**src/rtl/ppu_pkg.sv**
```systemverilog
// Shared VRAM-side types for the PPU: bus widths, grant/tag encoding, CPU request payload.
package ppu_pkg;

    localparam int unsigned VRAM_AW = 14;
    localparam int unsigned VRAM_DW = 8;

    // Grant of the current cycle; also reused as the one-cycle read-return tag.
    typedef enum logic [1:0] {
        GNT_NONE = 2'd0,
        GNT_PPU  = 2'd1,
        GNT_CPU  = 2'd2
    } gnt_e;

    // One buffered CPU-side access.
    typedef struct packed {
        logic               we;
        logic [VRAM_AW-1:0] addr;
        logic [VRAM_DW-1:0] wdata;
    } cpu_req_t;

    localparam int unsigned CPU_REQ_W = $bits(cpu_req_t);

    // Tag to remember for a grant: only reads come back with data.
    function automatic gnt_e read_tag(input gnt_e gnt, input logic we);
        gnt_e tag;
        tag = GNT_NONE;
        if (gnt == GNT_PPU) begin
            tag = GNT_PPU;
        end else if ((gnt == GNT_CPU) && !we) begin
            tag = GNT_CPU;
        end
        return tag;
    endfunction

endpackage

```
**src/rtl/vram_req_fifo.sv**
```systemverilog
// Synchronous FIFO with occupancy count; head word is visible without a pop.
// A push is ignored while full, even if a pop happens in the same cycle.
module vram_req_fifo #(
    parameter int unsigned DEPTH = 4,
    parameter int unsigned WIDTH = 8
) (
    input  logic                     clock,
    input  logic                     reset,
    input  logic                     i_push,
    input  logic [WIDTH-1:0]         i_wdata,
    input  logic                     i_pop,
    output logic [WIDTH-1:0]         o_rdata,
    output logic [$clog2(DEPTH):0]   o_count,
    output logic                     o_full,
    output logic                     o_empty
);

    localparam int unsigned PTR_W = $clog2(DEPTH);
    localparam int unsigned CNT_W = PTR_W + 1;

    logic [WIDTH-1:0] r_mem [DEPTH];
    logic [PTR_W-1:0] r_wr_ptr;
    logic [PTR_W-1:0] r_rd_ptr;
    logic [CNT_W-1:0] r_count;

    logic w_do_push;
    logic w_do_pop;

    // Qualified push/pop and status flags, all from registered state.
    always_comb begin
        o_full    = (r_count == CNT_W'(DEPTH));
        o_empty   = (r_count == '0);
        w_do_push = i_push && !o_full;
        w_do_pop  = i_pop && !o_empty;
        o_rdata   = r_mem[r_rd_ptr];
        o_count   = r_count;
    end

    // Storage array; contents need no reset since the count gates visibility.
    always_ff @(posedge clock) begin
        if (w_do_push) begin
            r_mem[r_wr_ptr] <= i_wdata;
        end
    end

    // Pointers and occupancy; depth is a power of two so pointers wrap naturally.
    always_ff @(posedge clock) begin
        if (reset) begin
            r_wr_ptr <= '0;
            r_rd_ptr <= '0;
            r_count  <= '0;
        end else begin
            if (w_do_push) begin
                r_wr_ptr <= r_wr_ptr + PTR_W'(1);
            end
            if (w_do_pop) begin
                r_rd_ptr <= r_rd_ptr + PTR_W'(1);
            end
            case ({w_do_push, w_do_pop})
                2'b10:   r_count <= r_count + CNT_W'(1);
                2'b01:   r_count <= r_count - CNT_W'(1);
                default: r_count <= r_count;
            endcase
        end
    end

endmodule

```
**src/rtl/vram_port_arbiter.sv**
```systemverilog
// Shares the single-port VRAM between the PPU fetch engine (absolute priority)
// and buffered CPU register-port accesses drained into idle PPU cycles.
module vram_port_arbiter
    import ppu_pkg::*;
#(
    parameter int unsigned FIFO_DEPTH   = 4,
    parameter int unsigned STARVE_LIMIT = 341
) (
    input  logic                          clock,
    input  logic                          reset,
    input  logic                          ppu_req,
    input  logic [VRAM_AW-1:0]            ppu_addr,
    output logic [VRAM_DW-1:0]            ppu_rdata,
    output logic                          ppu_rvalid,
    input  logic                          cpu_req,
    input  logic                          cpu_we,
    input  logic [VRAM_AW-1:0]            cpu_addr,
    input  logic [VRAM_DW-1:0]            cpu_wdata,
    output logic                          cpu_ready,
    output logic [VRAM_DW-1:0]            cpu_rdata,
    output logic                          cpu_rvalid,
    output logic [VRAM_AW-1:0]            vram_addr,
    output logic [VRAM_DW-1:0]            vram_wdata,
    output logic                          vram_we,
    input  logic [VRAM_DW-1:0]            vram_rdata,
    output logic [$clog2(FIFO_DEPTH):0]   fifo_count,
    output logic                          cpu_starved
);

    localparam int unsigned STV_W = $clog2(STARVE_LIMIT + 1);

    cpu_req_t           w_push_req;
    cpu_req_t           w_head;
    logic               w_push;
    logic               w_pop;
    logic               w_full;
    logic               w_empty;
    gnt_e               w_grant;
    logic [STV_W-1:0]   w_starve_next;

    gnt_e               r_tag;
    logic [VRAM_AW-1:0] r_last_addr;
    logic [VRAM_DW-1:0] r_last_wdata;
    logic [STV_W-1:0]   r_starve_cnt;
    logic               r_starved;

    // CPU request buffer; a request pushed this cycle is only grantable next cycle.
    vram_req_fifo #(
        .DEPTH (FIFO_DEPTH),
        .WIDTH (CPU_REQ_W)
    ) u_req_fifo (
        .clock   (clock),
        .reset   (reset),
        .i_push  (w_push),
        .i_wdata (w_push_req),
        .i_pop   (w_pop),
        .o_rdata (w_head),
        .o_count (fifo_count),
        .o_full  (w_full),
        .o_empty (w_empty)
    );

    // Grant selection and VRAM drive: PPU first, then FIFO head, else hold address.
    always_comb begin
        w_grant    = GNT_NONE;
        vram_addr  = r_last_addr;
        vram_wdata = r_last_wdata;
        vram_we    = 1'b0;
        if (!reset) begin
            if (ppu_req) begin
                w_grant = GNT_PPU;
            end else if (!w_empty) begin
                w_grant = GNT_CPU;
            end
        end else begin
            vram_addr  = '0;
            vram_wdata = '0;
        end
        case (w_grant)
            GNT_PPU: begin
                vram_addr = ppu_addr;
            end
            GNT_CPU: begin
                vram_addr  = w_head.addr;
                vram_wdata = w_head.wdata;
                vram_we    = w_head.we;
            end
            default: ;
        endcase
    end

    // FIFO handshake: readiness comes from the registered occupancy only.
    always_comb begin
        cpu_ready        = !w_full;
        w_push           = cpu_req && cpu_ready;
        w_pop            = (w_grant == GNT_CPU);
        w_push_req.we    = cpu_we;
        w_push_req.addr  = cpu_addr;
        w_push_req.wdata = cpu_wdata;
    end

    // Starvation counter: counts waiting cycles, clears on service or empty, saturates.
    always_comb begin
        w_starve_next = r_starve_cnt;
        if (w_empty || (w_grant == GNT_CPU)) begin
            w_starve_next = '0;
        end else if (r_starve_cnt != STV_W'(STARVE_LIMIT)) begin
            w_starve_next = r_starve_cnt + STV_W'(1);
        end
    end

    // Read-return pass-through; suppressed while reset is held so a pre-reset read is dropped.
    always_comb begin
        ppu_rvalid  = (r_tag == GNT_PPU) && !reset;
        cpu_rvalid  = (r_tag == GNT_CPU) && !reset;
        ppu_rdata   = ppu_rvalid ? vram_rdata : '0;
        cpu_rdata   = cpu_rvalid ? vram_rdata : '0;
        cpu_starved = r_starved;
    end

    // Registered state: read tag, held VRAM bus values and the sticky starvation flag.
    always_ff @(posedge clock) begin
        if (reset) begin
            r_tag        <= GNT_NONE;
            r_last_addr  <= '0;
            r_last_wdata <= '0;
            r_starve_cnt <= '0;
            r_starved    <= 1'b0;
        end else begin
            r_tag        <= read_tag(w_grant, w_head.we);
            r_last_addr  <= vram_addr;
            r_last_wdata <= vram_wdata;
            r_starve_cnt <= w_starve_next;
            if (w_starve_next == STV_W'(STARVE_LIMIT)) begin
                r_starved <= 1'b1;
            end
        end
    end

endmodule

```
**config.mk**
```make
export PLATFORM = sky130hd
export DESIGN_NAME = vram_port_arbiter
export DESIGN_NICKNAME = d
export VERILOG_FILES = /design/src/rtl/ppu_pkg.sv /design/src/rtl/vram_req_fifo.sv /design/src/rtl/vram_port_arbiter.sv
export SDC_FILE = /design/constraint.sdc
export NUM_CORES = 1
export LEC_CHECK = 0
export BUFFER_PORTS_ARGS = -buffer_cell sky130_fd_sc_hd__buf_2
export CORE_MARGIN = 10
export CORE_UTILIZATION = 45
export CTS_BUF_LIST = sky130_fd_sc_hd__clkbuf_4 sky130_fd_sc_hd__clkbuf_8
export CTS_CLUSTER_SIZE = 12
export DETAILED_ROUTE_END_ITERATION = 12
export PLACE_DENSITY = 0.63
export SLEW_MARGIN = 5
export SYNTH_ARGS = -nofsm -noshare
export SYNTH_HDL_FRONTEND = slang
export SYNTH_SLANG_ARGS = --single-unit
export TNS_END_PERCENT = 20
```
**constraint.sdc**
```tcl
create_clock -name clock -period 3.4 [get_ports clock]
set_clock_uncertainty 0.05 [all_clocks]
set_input_delay 0.34 -clock clock [delete_from_list [all_inputs] [get_ports clock]]
set_output_delay 0.34 -clock clock [all_outputs]
set_load 0.02 [all_outputs]
```
==> After elaboration in Yosys (flattened, before gate mapping) <==
Memory sizes are Yosys's and may differ from the RTL's. A register that Yosys moved wholly into a read port is not among the register bits.
Index checks and enable logic that the tools add are counted.
{ "totals": {"wordCells": 57, "mem_bits_rw": 92, "memories": 1, "out_inout_bits": 46, "reg_bits": 41} }
{ "classes": {"muxes": 19, "n_addsub": 5, "n_eq_ne": 9, "n_reduce_logical": 14} }
{ "mem_list": {"columns": ["name", "words", "word_bits", "rd", "rd_clocked_by_memory_dff", "wr", "line", "rtl"], "rows": [
  ["u_req_fifo.r_mem", 4, 23, 1, 1, 1, "vram_req_fifo.sv:21", "logic [WIDTH-1:0] r_mem [DEPTH];"]
]} }
{ "op_table": {"columns": ["op", "n"], "rows": [
  ["2-to-1 mux 8 bit", 4],
  ["one-hot mux 14 bit (2 select lines)", 1],
  ["2-to-1 mux 9 bit", 2],
  ["2-to-1 mux 14 bit", 1],
  ["2-to-1 mux 2 bit", 6],
  ["adder 9 x 1 -> 9 bit, second input constant", 1],
  ["equality test 9 bit, second input constant", 1],
  ["inequality test 9 bit, second input constant", 1],
  ["equality test 2 x 1 -> 1 bit, second input constant", 3],
  ["equality test 2 bit, second input constant", 3],
  ["logical AND 1 bit", 6],
  ["one-hot mux 3 bit (2 select lines)", 1],
  ["adder 2 x 1 -> 2 bit, second input constant", 2],
  ["zero test 1 bit", 4],
  ["2-to-1 mux 1 bit", 4],
  ["adder 3 x 1 -> 3 bit, second input constant", 1],
  ["equality test 3 bit, second input constant", 1],
  ["zero test 3 bit", 1],
  ["subtractor 3 x 1 -> 3 bit, second input constant", 1],
  ["nonzero test 2 bit", 1],
  ["OR reduction 2 bit", 1],
  ["logical OR 1 bit", 1]
]} }

==> Longest topological paths before layout <==
Gate-level depths: netlist of the first run.
{ "logic_depth": {"depth_word": 8, "mapped_depth": 10, "mapped_depth_nobuf": 10} }

==> Cells and area by module <==
Synthesis of the first run repeated with hierarchy kept, for this count alone.
{ "unflattened": {"cells_unflattened": 400, "hier_area_um2": 5555.3} }
{ "by_module_without_submodules": {"columns": ["mod", "seq_area_each_um2", "area_each_um2", "n_inst", "cells_each"], "rows": [
  ["vram_req_fifo", 2942.8, 3827.4, 1, 174],
  ["vram_port_arbiter", 680.7, 1727.9, 1, 226]
]} }

==> Worst setup path before layout of the first run <==
OpenSTA, ideal clock, no wires.
{ "synth_timing": {"path_kind": "reg-to-reg", "startpoint": "reg u_req_fifo.r_count[2], in the netlist u_req_fifo.o_count[2]", "endpoint": "reg u_req_fifo.r_count[2], in the netlist u_req_fifo.o_count[2]", "setup_slack_ns": 0.962, "t_arrival_ns": 2.317, "path_stages_with_launch": 11, "setup_time_ns": 0.070, "path_buffers": 1, "cell_sequence": "dfxtp_1 -> nor3_1 -> or2_2 -> clkbuf_1 -> nor2_1 -> ha_1 -> inv_1 -> fa_1 -> xor2_1 -> or3_1 -> a21oi_1"} }
{ "synth_between": {"elab_chain_len": 8} }
{ "synth_lines": {"columns": ["element", "line", "rtl"], "rows": [
  ["start, declared", "vram_req_fifo.sv:24", "logic [CNT_W-1:0] r_count;"],
  ["start signal, assigned", "vram_req_fifo.sv:60", "2'b10: r_count <= r_count + CNT_W'(1);"],
  ["start signal, assigned", "vram_req_fifo.sv:61", "2'b01: r_count <= r_count - CNT_W'(1);"],
  ["start signal, assigned", "vram_req_fifo.sv:62", "default: r_count <= r_count;"],
  ["zero test 3 bit (*)", "vram_req_fifo.sv:32", "o_empty = (r_count == '0);"],
  ["2-to-1 mux 2 bit", "vram_port_arbiter.sv:72", "end else if (!w_empty) begin"],
  ["2-to-1 mux 2 bit", "vram_port_arbiter.sv:70", "if (ppu_req) begin"],
  ["2-to-1 mux 2 bit", "vram_port_arbiter.sv:69", "if (!reset) begin"],
  ["equality test 2 bit", "vram_port_arbiter.sv:96", "w_pop = (w_grant == GNT_CPU);"],
  ["logical AND 1 bit (*)", "vram_req_fifo.sv:34", "w_do_pop = i_pop && !o_empty;"],
  ["via u_req_fifo.w_do_pop", "vram_req_fifo.sv:27", "logic w_do_pop;"],
  ["equality test 2 x 1 -> 1 bit or equality test 2 bit (tied branches)", "vram_req_fifo.sv:59", "case ({w_do_push, w_do_pop})"],
  ["one-hot mux 3 bit (2 select lines) or nonzero test 2 bit (tied branches)", null, null]
]} }
Mark *: on every way through the listed nets, which the timed path passes. The rest lies on a longest branch.
A chain may end at the register's enable or synchronous reset.

==> results.json, run 1 <==
{
  "coreArea_um2": 11900,
  "ir_drop_v": 0.000408,
  "antenna_left": 0,
  "busiest_layer": "met2",
  "synth_edf_count": 92,
  "period_share": 0.805,
  "synth_compound_gate_area_share": 0.0730,
  "synth_top_family_by_area": "simple AND/OR/NAND/NOR gates",
  "gr-total-overflow": 0,
  "clkTransAtPathRegs_ns": 0.08,
  "wl_per_cell_um": 17.3,
  "grtUsageMet1": 0.160,
  "crit_type": "reg -> out",
  "critical_path.startpoint_type": "register",
  "ys_warn_count": 0,
  "post-route-min-period_ns": 2.74,
  "syn_nets": 439,
  "vias_per_cell": 5.21,
  "synthXorXnorAreaFrac": 0.0177,
  "cp.required_ns": 3.01,
  "grt_pass1_wl_um": 17700,
  "gp_congestion": 0.743,
  "drive_above_1_share": 0.333,
  "setup_tns_ns": 0,
  "stdcell_area_um2": 6490,
  "postPlaceCellArea_um2": 6070,
  "vias": 3363,
  "cp.arrival_ns": 2.35,
  "holdBufCountCts": 0,
  "synth_seq_cells": 135,
  "synth_area_um2": 5430,
  "max_freq_ghz": 0.365,
  "synthDistinctLibCells": 37,
  "outcome": "finished clean",
  "clkLatencyLatePin_ns": 0.42,
  "grtUsageMet2": 0.228,
  "multiInputGateArea_um2": 1690,
  "grt_pass1_vias": 3410,
  "ys_async_sr_fraction": 0,
  "rsz0062_at_grt": "no",
  "yosys_most_used_dff": "edfxtp_1",
  "wl_um": 11200,
  "cts_root_buf": "clkbuf_8",
  "clock_sinks": 135,
  "end_kind": "output port",
  "portBuffers": 94,
  "cts_resized": 0,
  "cts_buffers": 17,
  "synthCells": 382,
  "hold_path.class": "in -> reg",
  "dp_hpwl_um": 7550,
  "setup_viol": 0,
  "synth-simple-area-share": 0.102,
  "holdWs_ns": 0.0746,
  "slew_viol_final": 0,
  "hold_violations": 0,
  "seq_area_um2": 3620,
  "track_usage": 0.138,
  "final_nets": 542,
  "fill_cells": 980,
  "cts_setup_buffers": 0,
  "drc_errors": 0,
  "powerDensity_nw_per_um2": 624,
  "cts_buffer_depth": 2,
  "area_growth_pct": 19.5,
  "synthAdderAreaFrac": 0.0198,
  "crit_fanout": 19,
  "max_cap_viol_count": 0,
  "drt_pre_antenna_iters": 4,
  "grt_start_max_net_pins": 32,
  "muxShareOfSynthArea": 0.0981,
  "antenna_found_initial": 1,
  "p_leak_nw": 2.41,
  "relSlewSlack": 0.509,
  "io_pins": 95,
  "tightest_slew_ns": 0.735,
  "dp.cells": 613,
  "fp.dieH_um": 130,
  "placementRows": 40,
  "start_util": 0.456,
  "tritoncts": "yes",
  "drt_iter0_drc": 201,
  "h-tree-depth": 4,
  "dieArea_um2": 16900,
  "avgSynthCellArea_um2": 14.2,
  "layout.cells.non_filler": 646,
  "die_x_um": 130,
  "yosysSeqAreaShare": 0.667,
  "gr-usage-met3": 0.0491
}
[synth_stat cells, types with 2 or more instances]
cell type | count | share of area
buf_4 | 4 | 0.0055
nand2b_1 | 2 | 0.0023
o21ai_0 | 3 | 0.0028
nand2_1 | 39 | 0.027
buf_2 | 4 | 0.0037
nand3_1 | 5 | 0.0046
or2_2 | 2 | 0.0023
dfxtp_1 | 43 | 0.16
inv_1 | 8 | 0.0055
buf_1 | 2 | 0.0014
nor3b_1 | 2 | 0.0028
and3_1 | 4 | 0.0046
nor3_1 | 2 | 0.0018
edfxtp_1 | 92 | 0.51
a21oi_1 | 49 | 0.045
and2_1 | 18 | 0.021
clkbuf_1 | 9 | 0.0062
nor2_1 | 24 | 0.017
xor2_1 | 6 | 0.0097
xnor2_1 | 5 | 0.0081
mux4_2 | 23 | 0.095
a22oi_1 | 15 | 0.021
ha_1 | 7 | 0.016
[logic make-up after synthesis]
group,after synthesis
flip-flops,135
adder cells (fa/ha/maj),8
buffers and inverters,27
AO/OA/AOI/OAI,70
AND/OR/NAND/NOR,107
XOR/XNOR,11
multiplexers,24
[path summary, 6_finish.rpt]
path / from / end / slack [ns] / cells past startpoint
max: register / vram_wdata[2] / 0.66 / 5
min: cpu_wdata[5] / u_req_fifo.r_mem[0][5]$_DFFE_PP_ / 0.07 / 1
max reg2reg: u_req_fifo.o_count[2]$_SDFFE_PP0P_ / u_req_fifo.o_count[2]$_SDFFE_PP0P_ / 0.98 / 9
min reg2reg: r_last_addr[6]$_SDFF_PP0_ / r_last_addr[6]$_SDFF_PP0_ / 0.42 / 2
[stage by stage]
| step | setup WS (ns) | utilization | power, mW |
|---|---|---|---|
| 2_1_floorplan | 0.962 | - | 2.49 |
| 3_3_place_gp | 0.914 | 0.509 | 2.69 |
| 3_5_place_dp | 0.866 | 0.509 | 2.71 |
| 4_1_cts | 0.589 | 0.545 | 4.10 |
| 5_1_grt | 0.428 | 0.545 | 4.24 |
| 6_report | 0.661 | 0.545 | 4.05 |
[area by class of cell]
cell class	instances	area share
multi-input combinational	220	0.260
antenna	1	0.000385
inverter	8	0.00462
timing repair buffer	103	0.0828
tap	147	0.0283
clock inverter	14	0.0281
clock buffer	18	0.0372
sequential	135	0.558
[routing by layer]
layer  wire (um)  up-vias  part of all wire
met2        5530       92              0.49
met1        4760     1633              0.43
met3         782       12             0.070
met5           0        -                 0
li1            -     1626                 -
met4         105        0            0.0094
[power by group]
group | total [mW] | leakage (nW) | switching (mW) | internal, mW
clock network | 1.39 | 0.207 | 0.588 | 0.799
registers | 1.98 | 1.20 | 0.0869 | 1.90
logic | 0.681 | 1.01 | 0.384 | 0.297
[cells in the final DEF (no fill, tap or decap), types with 4 or more instances in the layout]
cell type / synthesis / final
nand2_1: 39 / 39
bufinv_16: 0 / 4
xnor2_1: 5 / 5
dfxtp_1: 43 / 42
a21oi_1: 49 / 49
inv_1: 8 / 8
and2_1: 18 / 18
buf_4: 4 / 9
clkbuf_8: 0 / 17
mux4_2: 23 / 23
and3_1: 4 / 4
buf_2: 4 / 94
a22oi_1: 15 / 15
xor2_1: 6 / 6
ha_1: 7 / 7
edfxtp_1: 92 / 92
nand3_1: 5 / 5
nor2_1: 24 / 23
[critical path, cell delays in order (launching register included)]
cell and delay [ns]:
dfxtp_2 0.80, buf_4 0.29, mux4_2 0.50, nand2_1 0.09, a21oi_1 0.08, buf_2 0.17
[state kept, by name (all words and copies together), names as in the netlist, named ones only]
signal	cells
u_req_fifo.r_mem	92
r_last_addr	14
r_starve_cnt	9
r_last_wdata	8
u_req_fifo.o_count	3
r_tag	2
u_req_fifo.r_rd_ptr	2
u_req_fifo.r_wr_ptr	2
cpu_starved	1
No activity file was read; power rests on OpenSTA's default activity.
==> run 2, diff against run 1 <==
==> constraint.sdc (replaced) <==
create_clock -name clock -period 2.6 [get_ports clock]
set_clock_uncertainty 0.05 [all_clocks]
set_input_delay 0.26 -clock clock [delete_from_list [all_inputs] [get_ports clock]]
set_output_delay 0.26 -clock clock [all_outputs]
set_load 0.02 [all_outputs]
==> run 2 against run 1 <==
Net effect:
- critical path depth unchanged
- setup slack got worse by 0.50 ns
- combinational power increased by 45%
- utilization increased by 2.2 points
- count of clock-buffer cells in the layout increased by 3
- total power increased by 30%
- sequential power increased by 29%
- non-clock buffer count increased by 28
- sequential share of layout area decreased by 2.1 points
- first-iteration DRC count decreased by 26%
- wire length increased by 1.2%
- critical endpoint is now vram_addr[10]
- critical path type unchanged
- clock power increased by 22%
==> results.json, run 2 (synthesis results as in run 1) <==
{
  "portBuffers": 94,
  "gp_congestion": 0.775,
  "final_cell_mix": "buf_2, edfxtp_1, a21oi_1",
  "p_leak_nw": 2.53,
  "final_nets": 570,
  "clkLatencyLatePin_ns": 0.43,
  "hold_path.class": "in -> reg",
  "end_kind": "output port",
  "outcome": "finished clean",
  "start_util": 0.456,
  "die_x_um": 130,
  "clock_sinks": 135,
  "r2r_cells": 10,
  "antenna_found_initial": 0,
  "tightest_slew_ns": 0.707,
  "ir_drop_v": 0.000428,
  "highest_layer": "met4",
  "crit_type": "reg -> out",
  "grt_start_max_net_pins": 32,
  "crit_chain": "buf_4 > mux4_2 > a22oi_1 > a21oi_1 > buf_2",
  "cp.arrival_ns": 2.13,
  "tritoncts": "yes",
  "min_to": "r_last_addr[10]$_SDFF_PP0_",
  "vias_per_cell": 5.16,
  "io_pins": 95,
  "largest-register": "u_req_fifo.r_mem",
  "antenna_left": 0,
  "cts_setup_buffers": 0,
  "cts_buffers": 17,
  "holdPathStages": 3,
  "crit_path_top_delay_cell": "mux4_2",
  "dp_hpwl_um": 7610,
  "cpPeakStageDelay_ns": 0.53,
  "rr_startpoint": "u_req_fifo.o_count[0]$_SDFFE_PP0P_",
  "grt_pass1_vias": 3561,
  "wl_um": 11300,
  "timing.rr.end": "u_req_fifo.o_count[2]$_SDFFE_PP0P_",
  "drc_errors": 0,
  "clockPowerShare": 0.324,
  "dr_wl_met3_um": 692,
  "cts_buffer_depth": 2,
  "cp.required_ns": 2.29,
  "hold_violations": 0,
  "period_share": 0.937,
  "wl_met2_um": 5530,
  "h-tree-depth": 4,
  "area_growth_pct": 24.2,
  "switching_share": 0.258,
  "powerDensity_nw_per_um2": 777,
  "power.internal_mw": 3.89,
  "dieArea_um2": 16900,
  "placementRows": 40,
  "grt_pass1_wl_um": 18100,
  "largest_reg_flops": 92,
  "crit_fanout": 7,
  "drt_pre_antenna_iters": 4,
  "insertedDiodeCount": 0,
  "top_regs": "u_req_fifo.r_mem x92, r_last_addr x14, r_starve_cnt x9",
  "crit_buf_inv": 2,
  "coreArea_um2": 11900,
  "critical_path.startpoint_type": "register",
  "fill_cells": 986,
  "setup_tns_ns": 0,
  "seqPwrFrac": 0.487,
  "drt-met1-wl_um": 4970,
  "relSlewSlack": 0.528,
  "vias": 3470,
  "power.switching_mw": 1.35,
  "drive_above_1_share": 0.327,
  "setup_viol": 0,
  "track_usage": 0.139,
  "post-route-min-period_ns": 2.44,
  "slew_viol_final": 0,
  "worstHoldStart": "ppu_addr[10]",
  "gr-total-overflow": 0,
  "wl_per_cell_um": 16.8,
  "fp.dieH_um": 130,
  "max_cap_viol_count": 0,
  "pwr-share-comb": 0.189,
  "rsz0062_at_grt": "no",
  "cts_root_buf": "clkbuf_8",
  "power.total_mw": 5.25,
  "max_freq_ghz": 0.410,
  "clkTransAtPathRegs_ns": 0.07,
  "final_common_cell": "buf_2",
  "drt_iter0_drc": 149,
  "critical_path.top_delay_family": "multiplexers",
  "r2r_slack_ns": 0.30
}
==> run 2: repair_timing <==
item | in CTS | in global routing
hold buffers | 23 | 0
hold endpoints to repair | 84 | 0
gates cloned | 0 | 0
endpoints found under the setup margin | 2 | 10
resized for setup | 1 | 1
==> run 2: per-stage QoR <==
stage          setup WS [ns]  instances   util  hold WS (ns)  area [um2]
2_1_floorplan          0.162        382      -         0.309        5430
3_3_place_gp           0.426        618  0.514         0.400        6120
3_5_place_dp           0.283        618  0.514         0.407        6120
4_1_cts               0.0830        673  0.567        0.0840        6750
5_1_grt             0.000465        673  0.567        0.0886        6750
6_report               0.163        673  0.567        0.0964        6750
==> run 2: worst reg2reg max path: stages (launching register included) <==
cell and delay [ns]:
dfxtp_1 0.35, inv_1 0.11, nand3_1 0.17, and2_1 0.24, inv_1 0.08, ha_1 0.18, inv_1 0.06, fa_1 0.37
xor2_1 0.16, or3_1 0.31, a21oi_1 0.14
==> run 2: area by class of cell <==
type	instances	area, um2	area share
Tap cell	147	184	0.0272
Inverter	8	30.0	0.00445
Timing Repair Buffer	131	818	0.121
Sequential cell	135	3620	0.537
Multi-Input combinational cell	220	1700	0.252
Clock buffer	21	264	0.0391
Clock inverter	11	131	0.0195
==> run 2: metal layers <==
layer	global-route usage	vias to the layer above
met5	0	-
met4	0.0476	0
met3	0.0511	12
met2	0.225	81
met1	0.169	1698
li1	-	1679
==> run 2: how the worst max path moves through the flow <==
stage / from / to / slack [ns] / cells past startpoint
after detailed placement: u_req_fifo.o_count[2]$_SDFFE_PP0P_ / u_req_fifo.o_count[2]$_SDFFE_PP0P_ / 0.28 / 9
after floorplan: u_req_fifo.o_count[2]$_SDFFE_PP0P_ / u_req_fifo.o_count[2]$_SDFFE_PP0P_ / 0.16 / 10
after global routing: register / vram_addr[3] / 0.0005 / 5
after global placement: u_req_fifo.o_count[0]$_SDFFE_PP0P_ / u_req_fifo.o_count[2]$_SDFFE_PP0P_ / 0.43 / 9
after CTS: u_req_fifo.o_count[2]$_SDFFE_PP0P_ / vram_addr[13] / 0.08 / 7
final: register / vram_addr[10] / 0.16 / 5
==> run 2: power by group through the flow <==
stage                     Combinational, mW  Clock, mW  Sequential [mW]
after global routing                   1.10       1.86             2.57
after CTS                              1.01       1.74             2.56
final                                 0.990       1.70             2.56
after detailed placement              0.979          0             2.60
after floorplan                       0.670          0             2.58
after global placement                0.966          0             2.59
